===== src/rtl/mem_bus_arbiter.sv =====
// Two-requester memory bus arbiter with a registered grant FSM, bus req/ack handshake and timeout.
// Define MEM_ARB_RR_EN for round-robin arbitration; the default build gives the data port fixed priority.
module mem_bus_arbiter #(
  parameter int ADDR_W  = 32,
  parameter int DATA_W  = 32,
  parameter int TIMEOUT = 16
) (
  input  logic                clk,
  input  logic                rst,
  input  logic                ireq_i,
  input  logic [ADDR_W-1:0]   iaddr_i,
  output logic                iack_o,
  output logic [DATA_W-1:0]   idata_o,
  output logic                ierr_o,
  input  logic                dreq_i,
  input  logic                dwe_i,
  input  logic [ADDR_W-1:0]   daddr_i,
  input  logic [DATA_W-1:0]   dwdata_i,
  input  logic [DATA_W/8-1:0] dsel_i,
  output logic                dack_o,
  output logic [DATA_W-1:0]   ddata_o,
  output logic                derr_o,
  output logic                bus_req_o,
  output logic                bus_we_o,
  output logic [ADDR_W-1:0]   bus_addr_o,
  output logic [DATA_W-1:0]   bus_wdata_o,
  output logic [DATA_W/8-1:0] bus_sel_o,
  input  logic                bus_ack_i,
  input  logic [DATA_W-1:0]   bus_rdata_i,
  output logic                stallreq_if_o,
  output logic                stallreq_mem_o
);

  localparam int SEL_W = DATA_W / 8;
  localparam logic [7:0] TMO_LAST = 8'(TIMEOUT - 1);

  typedef enum logic [1:0] {IDLE, GRANT_I, GRANT_D, DONE} state_t;

  state_t            state, state_n;
  logic [7:0]        cnt;
  logic              any_req, pick_d, in_grant, finish;
  logic              bus_req_n, bus_we_n;
  logic [ADDR_W-1:0] bus_addr_n;
  logic [DATA_W-1:0] bus_wdata_n;
  logic [SEL_W-1:0]  bus_sel_n;
  logic              iack_n, ierr_n, dack_n, derr_n;
  logic [DATA_W-1:0] idata_n, ddata_n;

  assign any_req  = ireq_i | dreq_i;
  assign in_grant = (state == GRANT_I) || (state == GRANT_D);
  assign finish   = in_grant && (bus_ack_i || (cnt == TMO_LAST));

`ifdef MEM_ARB_RR_EN
  // last_grant = 1 means the data port was served most recently
  logic last_grant;
  assign pick_d = dreq_i & (~ireq_i | ~last_grant);

  always_ff @(posedge clk) begin
    if (rst) begin
      last_grant <= 1'b0;
    end else if (state == IDLE && any_req) begin
      last_grant <= pick_d;
    end
  end
`else
  assign pick_d = dreq_i;
`endif

  always_ff @(posedge clk) begin
    if (rst) begin
      state <= IDLE;
      cnt   <= '0;
    end else begin
      state <= state_n;
      cnt   <= in_grant ? cnt + 8'd1 : 8'd0;
    end
  end

  always_comb begin
    state_n = state;
    case (state)
      IDLE:             if (any_req) state_n = pick_d ? GRANT_D : GRANT_I;
      GRANT_I, GRANT_D: if (finish) state_n = DONE;
      DONE:             state_n = IDLE;
      default:          state_n = IDLE;
    endcase
  end

  always_comb begin
    bus_req_n   = bus_req_o;
    bus_we_n    = bus_we_o;
    bus_addr_n  = bus_addr_o;
    bus_wdata_n = bus_wdata_o;
    bus_sel_n   = bus_sel_o;
    iack_n      = 1'b0;
    ierr_n      = 1'b0;
    dack_n      = 1'b0;
    derr_n      = 1'b0;
    idata_n     = idata_o;
    ddata_n     = ddata_o;
    case (state)
      IDLE: begin
        if (any_req) begin
          bus_req_n = 1'b1;
          if (pick_d) begin
            bus_we_n    = dwe_i;
            bus_addr_n  = daddr_i;
            bus_wdata_n = dwdata_i;
            bus_sel_n   = dsel_i;
          end else begin
            bus_we_n    = 1'b0;
            bus_addr_n  = iaddr_i;
            bus_wdata_n = '0;
            bus_sel_n   = '1;
          end
        end
      end
      GRANT_I, GRANT_D: begin
        // An ack on the final counted cycle still completes normally
        if (finish) begin
          bus_req_n   = 1'b0;
          bus_we_n    = 1'b0;
          bus_addr_n  = '0;
          bus_wdata_n = '0;
          bus_sel_n   = '0;
          if (state == GRANT_I) begin
            iack_n  = 1'b1;
            ierr_n  = ~bus_ack_i;
            idata_n = bus_ack_i ? bus_rdata_i : '0;
          end else begin
            dack_n  = 1'b1;
            derr_n  = ~bus_ack_i;
            ddata_n = (bus_ack_i && !bus_we_o) ? bus_rdata_i : '0;
          end
        end
      end
      default: ;
    endcase
  end

  always_ff @(posedge clk) begin
    if (rst) begin
      bus_req_o   <= 1'b0;
      bus_we_o    <= 1'b0;
      bus_addr_o  <= '0;
      bus_wdata_o <= '0;
      bus_sel_o   <= '0;
      iack_o      <= 1'b0;
      ierr_o      <= 1'b0;
      dack_o      <= 1'b0;
      derr_o      <= 1'b0;
      idata_o     <= '0;
      ddata_o     <= '0;
    end else begin
      bus_req_o   <= bus_req_n;
      bus_we_o    <= bus_we_n;
      bus_addr_o  <= bus_addr_n;
      bus_wdata_o <= bus_wdata_n;
      bus_sel_o   <= bus_sel_n;
      iack_o      <= iack_n;
      ierr_o      <= ierr_n;
      dack_o      <= dack_n;
      derr_o      <= derr_n;
      idata_o     <= idata_n;
      ddata_o     <= ddata_n;
    end
  end

  assign stallreq_if_o  = ~rst & ireq_i & ~iack_o;
  assign stallreq_mem_o = ~rst & dreq_i & ~dack_o;

endmodule


===== config.mk =====
export PLATFORM = sky130hd
export DESIGN_NAME = mem_bus_arbiter
export DESIGN_NICKNAME = d
export VERILOG_FILES = /design/src/rtl/mem_bus_arbiter.sv
export SDC_FILE = /design/constraint.sdc
export NUM_CORES = 1
export LEC_CHECK = 0
export ABC_AREA = 1
export BUFFER_PORTS_ARGS = -buffer_cell sky130_fd_sc_hd__buf_2
export CAP_MARGIN = 15
export CORE_ASPECT_RATIO = 0.5
export CORE_MARGIN = 4
export CORE_UTILIZATION = 43
export CTS_CLUSTER_DIAMETER = 80
export DETAILED_ROUTE_END_ITERATION = 8
export PLACE_DENSITY = 0.72
export SLEW_MARGIN = 25
export SYNTH_ARGS = -nofsm -noshare
export SYNTH_HDL_FRONTEND = slang
export SYNTH_SLANG_ARGS = --single-unit

===== constraint.sdc =====
create_clock -name clk -period 3.21 [get_ports clk]
set_clock_uncertainty 0.1 [all_clocks]
set_input_delay 0.321 -clock clk [delete_from_list [all_inputs] [get_ports clk]]
set_output_delay 0.321 -clock clk [all_outputs]
set_load 0.1 [all_outputs]

# Yosys cells after proc, flatten, opt, wreduce, memory -nomap -nowiden
# Cells that the tools add are included.
# W data, S select, Z words.
# op_classes
n_eq_ne	6
add_sub_neg	1
reduce_logical	16
n_mux	25
bitwise_logic	13
# op_table
cell	count
$mux W32	7
$pmux W32 S2	2
$mux W4	3
$reduce_and A3 Y1	3
$add A8 B1 Y8 const B	1
$eq A8 B4 Y1 const B	1
$not A1 Y1	8
$pmux W4 S2	1
$reduce_or A4 Y1	2
$mux W1	6
$mux W2	3
$pmux W2 S3	1
$and A1 B1 Y1	4
$eq A2 B2 Y1 const B	2
$ne A2 B2 Y1 const B	2
$pmux W1 S2	2
$reduce_or A2 Y1	2
$reduce_or A3 Y1	1
$eq A2 B1 Y1 const B	1
$logic_and A1 B1 Y1	2
$logic_not A2 Y1	1
$logic_or A1 B1 Y1	2
$reduce_and A2 Y1	1
$reduce_bool A2 Y1	1
other kinds (2)	2
# word_totals
word_cells	74
ff_bits	148
output_inout_bits	140

# Depth between registers and ports, before layout
# Gate-level depths: netlist (run 1).
# logic_depth
ltp_word	5
mapped_depth	10

# Worst setup path before layout (run 1)
# OpenSTA, ideal clock, no wires.
# synth_timing
kind	register to output
from	reg iack_o
to	out stallreq_if_o
required_ns	2.789
path_slack_ns	-0.058
n_path_buf	0
path_stages_with_launch	2
arrival_ns	2.847
path_cell_list	dfxtp_1 > nor3_1
# synth_between
elab_chain_len	2
# synth_rtl
item	line_no	rtl
start, declared	12	output logic iack_o,
start signal, assigned	160	iack_o <= iack_n;
$not A1 Y1	169	assign stallreq_if_o = ~rst & ireq_i & ~iack_o;
$and A1 B1 Y1	169	
end, declared	30	output logic stallreq_if_o,
# Every way passes these cells.

# Final worst setup path (run 1)
# layout_timing
from	reg state[0]
to	reg bus_addr_o[20]
# layout_between
elab_chain_len	5
elab_cells_between_ends	11
cone_classes	4 x eq/ne; 1 x mux; 6 x reduce/logical
# layout_rtl
item	line_no	rtl
start, declared	39	state_t state, state_n;
start signal, assigned	74	state <= state_n;
$eq A2 B1 Y1 or $eq A2 B2 Y1 (tied branches)	50, 101	
$logic_or A1 B1 Y1	50	assign in_grant = (state == GRANT_I) || (state == GRANT_D);
$logic_and A1 B1 Y1	51	assign finish = in_grant && (bus_ack_i || (cnt == TMO_LAST));
$ne A2 B2 Y1 (no source line)	-	
$reduce_and A3 Y1 (no source line)	-	
end signal, assigned	157	bus_addr_o <= bus_addr_n;
end, declared	25	output logic [ADDR_W-1:0] bus_addr_o,
# Parallel ways exist; a longest one is shown, timed or not.
# A chain may end at the register's enable or synchronous reset.

==> results.md, run 1 <==
- Number of unique standard cell types used by synthesis: 25
- Initial Util: 44.9%
- Status: finished, final reports clean
- Worst-case clock buffer depth: 2
- Filler Cells Inserted: 1590
- DP Wirelength: 14400 um
- Tmin final: 2400 ps
- DR pass1 iterations: 5
- Die X: 189 um
- Syn Inst Count: 1102
- Sequence of cells on the critical path: inv_1 -> ha_2 -> or2_2 -> buf_4 -> nand4_1 -> nand2_1 -> nor2_1
- Initial antenna violation count: 0
- Hold Crit Start: bus_rdata_i[5]
- Critical path fanouts, max: 57
- Worst-case reg-to-reg path depth: 7
- Synth async-reset ratio: 0%
- TritonCTS clock tree: yes
- Buf/Inv on CP: 2
- Largest stage delay, worst path: 620 ps
- Avg Cell Area, Syn: 6.42 sq um
- Post-CTS sizing: 0
- Final-stage net count: 1476
- CP endpoint kind: flop
- Hold depth: 3
- Reg-to-Reg End: bus_addr_o[20]
- Launch point of the worst reg-to-reg path: state[0]
- Post-route ant nets: 0
- DR iter-0 viols: 327
- Largest net degree at the start of global routing: 96
- Die Span Y: 98.7 um
- Total gr overflow: 0
- Inserted Clock Buffers: 17
- Clock transition time at the flip-flop clock pins of the worst setup and hold paths: 70 ps
- DR vias/cell: 4.75
- DRT Wirelength: 21000 um
- Worst-Skew Late Latency: 410 ps
- Ranking of synthesized cells by area: dfxtp_1 (42%), nand2_1 (14%), nor2_1 (10%)
- Synth warnings: 0
- Post-synth top flop: dfxtp_1
- Vias in the first global route: 7042
- Sequential area share after synthesis: 41.9%
- # setup viols final: 0
- Crit path arrival time: 2600 ps
- Data required, critical path: 3420 ps
- Placement row count: 32
- Share of layout cells above drive strength 1: 25.3%
- Worst hold path class: in2reg
- Via Count: 7439
- Wirelength per Cell: 13.4 um
- Worst hold endpoint: ddata_o[5]
- Max cap viols: 0
- Slowest-stage cell, CP: ha_2
- R2R Setup Slk: 810 ps
- Net count after synthesis: 1245
- CP delay by family, top: adder cells
- Total GRT Usage: 21.7%
- Most frequent cell after synthesis: nand2_1
- First-pass GRT wire length: 33900 um
- Cell area after synthesis: 7080 sq um
- Period utilization: 74.7%
- Most frequent cells after synthesis: nand2_1 (273), nor2_1 (197), inv_1 (172)
- Startpoint types: flop
- # diodes: 0
- Final Hold Fails: 0
- Core Area: 15800 sq um
- Sink Count: 148
- Hold_buf cts: 0
- Worst Tran Pin Value: 639 ps
- Post-synth top area share: 41.9%
- Post-CTS Setup Inserts: 0
- IO Count: 278
- Die area: 18700 sq um
- Syn-to-layout area delta: 28.8%
- Yosys top cell by area: dfxtp_1
- RSZ-0062 raised after global routing: false
- Critical path type: reg2reg
- Post-synth EDFFs: 0
- Root buf cell: clkbuf_16
- CTS H-tree lvls: 4
- Max Freq: 417 MHz
- Total negative slack: 0 ps
- Seq cells post-synth: 148
- Drt drc: 0
- IO buf count: 277
- Rel. slew slack: 57.4%
- GP Congestion: 0.828
- Pins Over Slew Limit: 0
[how the worst max path moves through the flow]
stage | endpoint | slack, ps | cells after the start | from
2_1_floorplan | stallreq_if_o | 800 | 1 | iack_o
3_3_place_gp | bus_wdata_o[30] | 940 | 7 | state[1]
3_5_place_dp | bus_wdata_o[3] | 870 | 8 | state[0]
4_1_cts | bus_wdata_o[2] | 860 | 8 | state[0]
5_1_grt | cnt[5] | 640 | 6 | state[1]
6_report | bus_addr_o[20] | 810 | 7 | state[0]
[placed cells by master (no fill, tap or decap)]
| cell | instances |
|---|---|
| buf_2 | 277 |
| nand2_1 | 273 |
| nor2_1 | 196 |
| inv_1 | 171 |
| dfxtp_1 | 148 |
| nand4_1 | 61 |
| o21ai_0 | 55 |
| a21oi_1 | 39 |
| nand3_1 | 39 |
| o21ai_1 | 17 |
| clkbuf_16 | 17 |
| buf_4 | 9 |
| inv_6 | 6 |
| inv_8 | 5 |
| inv_2 | 4 |
| nand3_2 | 4 |
| ha_1 | 4 |
| buf_12 | 3 |
| nor3_2 | 2 |
| nor2_2 | 2 |
| nor3_1 | 2 |
| clkinv_4 | 2 |
| nand2_4 | 1 |
| inv_4 | 1 |
| or2_2 | 1 |
| nand3_4 | 1 |
| nor2_4 | 1 |
| nand4_4 | 1 |
| nor4_1 | 1 |
| ha_2 | 1 |
| bufinv_16 | 1 |
| clkinv_2 | 1 |
[through the flow]
step	setup slack [ps]	hold slack (ps)	util [%]	area (sq um)	cells
2_1_floorplan	800	318	-	7090	1102
3_3_place_gp	942	329	54.1	8530	1535
3_5_place_dp	873	335	54.1	8530	1535
4_1_cts	860	36.8	57.8	9120	1567
5_1_grt	641	44.3	57.8	9120	1567
6_report	814	48.0	57.8	9120	1567
[cell type report]
type | count | area (sq um) | area share (%)
Clock buffer | 17 | 425 | 4.67
Clock inverter | 15 | 161 | 1.77
Inverter | 176 | 663 | 7.27
Multi-Input combinational cell | 701 | 3110 | 34.2
Sequential cell | 148 | 2960 | 32.5
Tap cell | 221 | 277 | 3.03
Timing Repair Buffer | 289 | 1510 | 16.6
[per-layer routing]
metal / wire length, um / up-vias / share of wire [%] / track usage [%]
li1: - / 3840 / - / -
met1: 9030 / 3342 / 43 / 26.6
met3: 1350 / 40 / 6.4 / 5.87
met5: 0 / - / 0 / 0
met4: 498 / 0 / 2.4 / 6.94
met2: 10100 / 217 / 48 / 37.6
[registers in the layout, indices dropped and copies added, names as in the netlist, 2 cells and up]
name,cells
bus_addr_o,32
bus_sel_o,4
bus_wdata_o,32
cnt,8
ddata_o,32
idata_o,32
state,2
[tightest hold or removal path: cells and delay by family]
family	cells	cell delay (ps)
AO/OA/AOI/OAI	1	50
buffers and inverters	1	90
AND/OR/NAND/NOR	1	70
[kinds of logic (layout without fill, tap and decap cells)]
group / count (synthesis) / in the layout / synth area share [%]
and+or+nand+nor: 585 / 585 / 35.0
adders and majority gates: 5 / 5 / 0.884
AOI/OAI and AO/OA: 111 / 111 / 7.85
buffers and inverters: 253 / 497 / 14.4
DFF: 148 / 148 / 41.9
Power of run 1 is left out: the tool's default activity adds up to more than one toggle a clock period on the data nets, which glitch-free logic cannot reach.
==> run 2: changes to the inputs <==
- clock period: 3.21 -> 2.5 ns (I/O delays scaled with it)
==> run 2 against run 1 <==
Compared with the run above: final area increased by 3.3%; via count grew 1.7%; sequential cell count unchanged; critical path depth stayed put; register-to-register slack worse by 490 ps; clock-buffer cell count is 4 higher; sequential share of layout area fell by 1.0 points; worst hold slack got worse by 29 ps; critical endpoint is now bus_addr_o[17].
==> results.md, run 2 (same netlist as run 1, synthesis figures left out) <==
- Status: finished, final reports clean (unchanged)
- Filler Cells Inserted: 1569 (was 1590)
- CP endpoint kind: flop (unchanged)
- Buf/Inv on CP: 2 (unchanged)
- Clock transition time at the flip-flop clock pins of the worst setup and hold paths: 60 ps (was 70 ps)
- Post-route ant nets: 0 (unchanged)
- Total GRT Usage: 21.9% (was 21.7%)
- CP startpoint: state[0] (unchanged)
- Max cap viols: 0 (unchanged)
- Slowest-stage cell, CP: buf_4 (was ha_2)
- Final-stage net count: 1506 (was 1476)
- Final Hold Fails: 0 (unchanged)
- DP Wirelength: 14600 um (was 14400 um)
- Largest net degree at the start of global routing: 76 (was 96)
- CTS H-tree lvls: 4 (unchanged)
- Cell depth of the worst setup path: 7 (unchanged)
- Share of layout cells above drive strength 1: 25.0% (was 25.3%)
- IO buf count: 277 (unchanged)
- TritonCTS clock tree: yes (unchanged)
- Die Span Y: 98.7 um (unchanged)
- Data required, critical path: 2700 ps (was 3420 ps)
- Core Area: 15800 sq um (unchanged)
- Die X: 189 um (unchanged)
- Wirelength per Cell: 13.2 um (was 13.4 um)
- Rel. slew slack: 57.8% (was 57.4%)
- Die area: 18700 sq um (unchanged)
- Worst-Skew Late Latency: 400 ps (was 410 ps)
- GP Congestion: 0.838 (was 0.828)
- Initial Util: 44.9% (unchanged)
- Vias in the first global route: 6917 (was 7042)
- Pins Over Slew Limit: 0 (unchanged)
- Most common cell after layout, fill and taps aside: buf_2 (unchanged)
- Drt drc: 0 (unchanged)
- Startpoint types: flop (unchanged)
- Tmin final: 2170 ps (was 2400 ps)
- Via Count: 7563 (was 7439)
- R2R Setup Slk: 330 ps (was 810 ps)
- Worst-case reg-to-reg path depth: 7 (unchanged)
- Most frequent cells in the layout: buf_2 (276), nand2_1 (273), nor2_1 (196) (was buf_2 (277), nand2_1 (273), nor2_1 (196))
- Launch point of the worst reg-to-reg path: state[0] (unchanged)
- Syn-to-layout area delta: 33.1% (was 28.8%)
- Total gr overflow: 0 (unchanged)
- Period utilization: 87.0% (was 74.7%)
- # setup viols final: 0 (unchanged)
- DR vias/cell: 4.73 (was 4.75)
- Worst Setup EP: bus_addr_o[17] (was bus_addr_o[20])
- Worst-case clock buffer depth: 2 (unchanged)
- Worst Tran Pin Value: 633 ps (was 639 ps)
- DR iter-0 viols: 376 (was 327)
- RSZ-0062 raised after global routing: false (unchanged)
- Placement row count: 32 (unchanged)
- Sequence of cells on the critical path: inv_1 -> ha_2 -> or2_2 -> buf_4 -> nand4_1 -> nand2_1 -> nor2_1 (unchanged)
- Largest stage delay, worst path: 530 ps (was 620 ps)
- IO Count: 278 (unchanged)
- Critical path fanouts, max: 57 (unchanged)
- DRT Wirelength: 21200 um (was 21000 um)
- CP delay by family, top: buffers and inverters (was adder cells)
- Critical path type: reg2reg (unchanged)
- Worst hold path class: in2reg (unchanged)
- First-pass GRT wire length: 34200 um (was 33900 um)
- Total negative slack: 0 ps (unchanged)
- Crit path arrival time: 2370 ps (was 2600 ps)
- DR pass1 iterations: 5 (unchanged)
- Inserted Clock Buffers: 17 (unchanged)
- Root buf cell: clkbuf_16 (unchanged)
- Hold_ws: 19.1 ps (was 48.0 ps)
- Sink Count: 148 (unchanged)
- Reg-to-Reg End: bus_addr_o[17] (was bus_addr_o[20])
- Max Freq: 460 MHz (was 417 MHz)
- Initial antenna violation count: 1 (was 0)
- Post-CTS sizing: 0 (unchanged)
==> run 2: cell count changes in the layout (fill, tap and decap cells not counted) <==
cell           previous run  this run
clkbuf_8                  0         2
diode_2                   0         1
dlygate4sd3_1             0        24
clkinvlp_4                0         3
inv_8                     5         0
buf_12                    3         4
bufinv_16                 1         2
clkinv_4                  2         3
clkinv_2                  1         2
buf_2                   277       276
inv_6                     6         1
buf_4                     9        15
clkbuf_1                  0         2
==> run 2: metrics by stage <==
stage	utilization, %	setup WS [ps]	area [sq um]	std cells
final	59.7	325	9420	1598
after global routing	59.7	130	9420	1598
after CTS	59.7	353	9420	1597
after detailed placement	54.5	363	8590	1541
after global placement	54.5	408	8590	1541
after floorplan	-	161	7090	1102
==> run 2: worst min path at each step <==
| stage | cells past startpoint | endpoint | slack (ps) | start |
|---|---|---|---|---|
| after floorplan | 2 | ddata_o[0] | 290 | bus_rdata_i[0] |
| after global placement | 2 | bus_req_o | 340 | bus_req_o |
| after detailed placement | 2 | bus_req_o | 340 | bus_req_o |
| after CTS | 3 | ddata_o[11] | 1 | bus_rdata_i[11] |
| after global routing | 3 | idata_o[4] | 5 | bus_rdata_i[4] |
| final | 3 | ddata_o[14] | 20 | bus_rdata_i[14] |
==> run 2: layout make-up <==
class	instances	area, sq um	area share (%)
clock inverter	11	128	1.35
multi-input combinational	701	3110	33.1
clock buffer	21	460	4.89
antenna	1	2.50	0.0266
sequential	148	2960	31.4
tap	221	277	2.93
inverter	176	663	7.04
timing repair buffer	319	1810	19.3
==> run 2: worst reg2reg max path: stages, from the launching register on <==
cell     delay, ps
dfxtp_1        350
inv_1           80
ha_2           470
or2_2          200
buf_4          530
nand4_1        190
nand2_1         90
nor2_1          40
==> run 2: layer usage <==
layer | vias up | part of all wire [%] | GRT usage (%)
li1 | 3893 | - | -
met1 | 3420 | 42 | 26.9
met2 | 232 | 50 | 38.8
met3 | 18 | 6.5 | 5.06
met4 | 0 | 1.5 | 5.83
met5 | - | 0 | 0
==> run 2: timing repair <==
action,in CTS,in global routing
setup buffers,0,0
endpoints found under the hold margin,27,0
endpoints found under the setup margin,0,0
hold buffers,24,0
Power of run 2 is left out for the same reason.
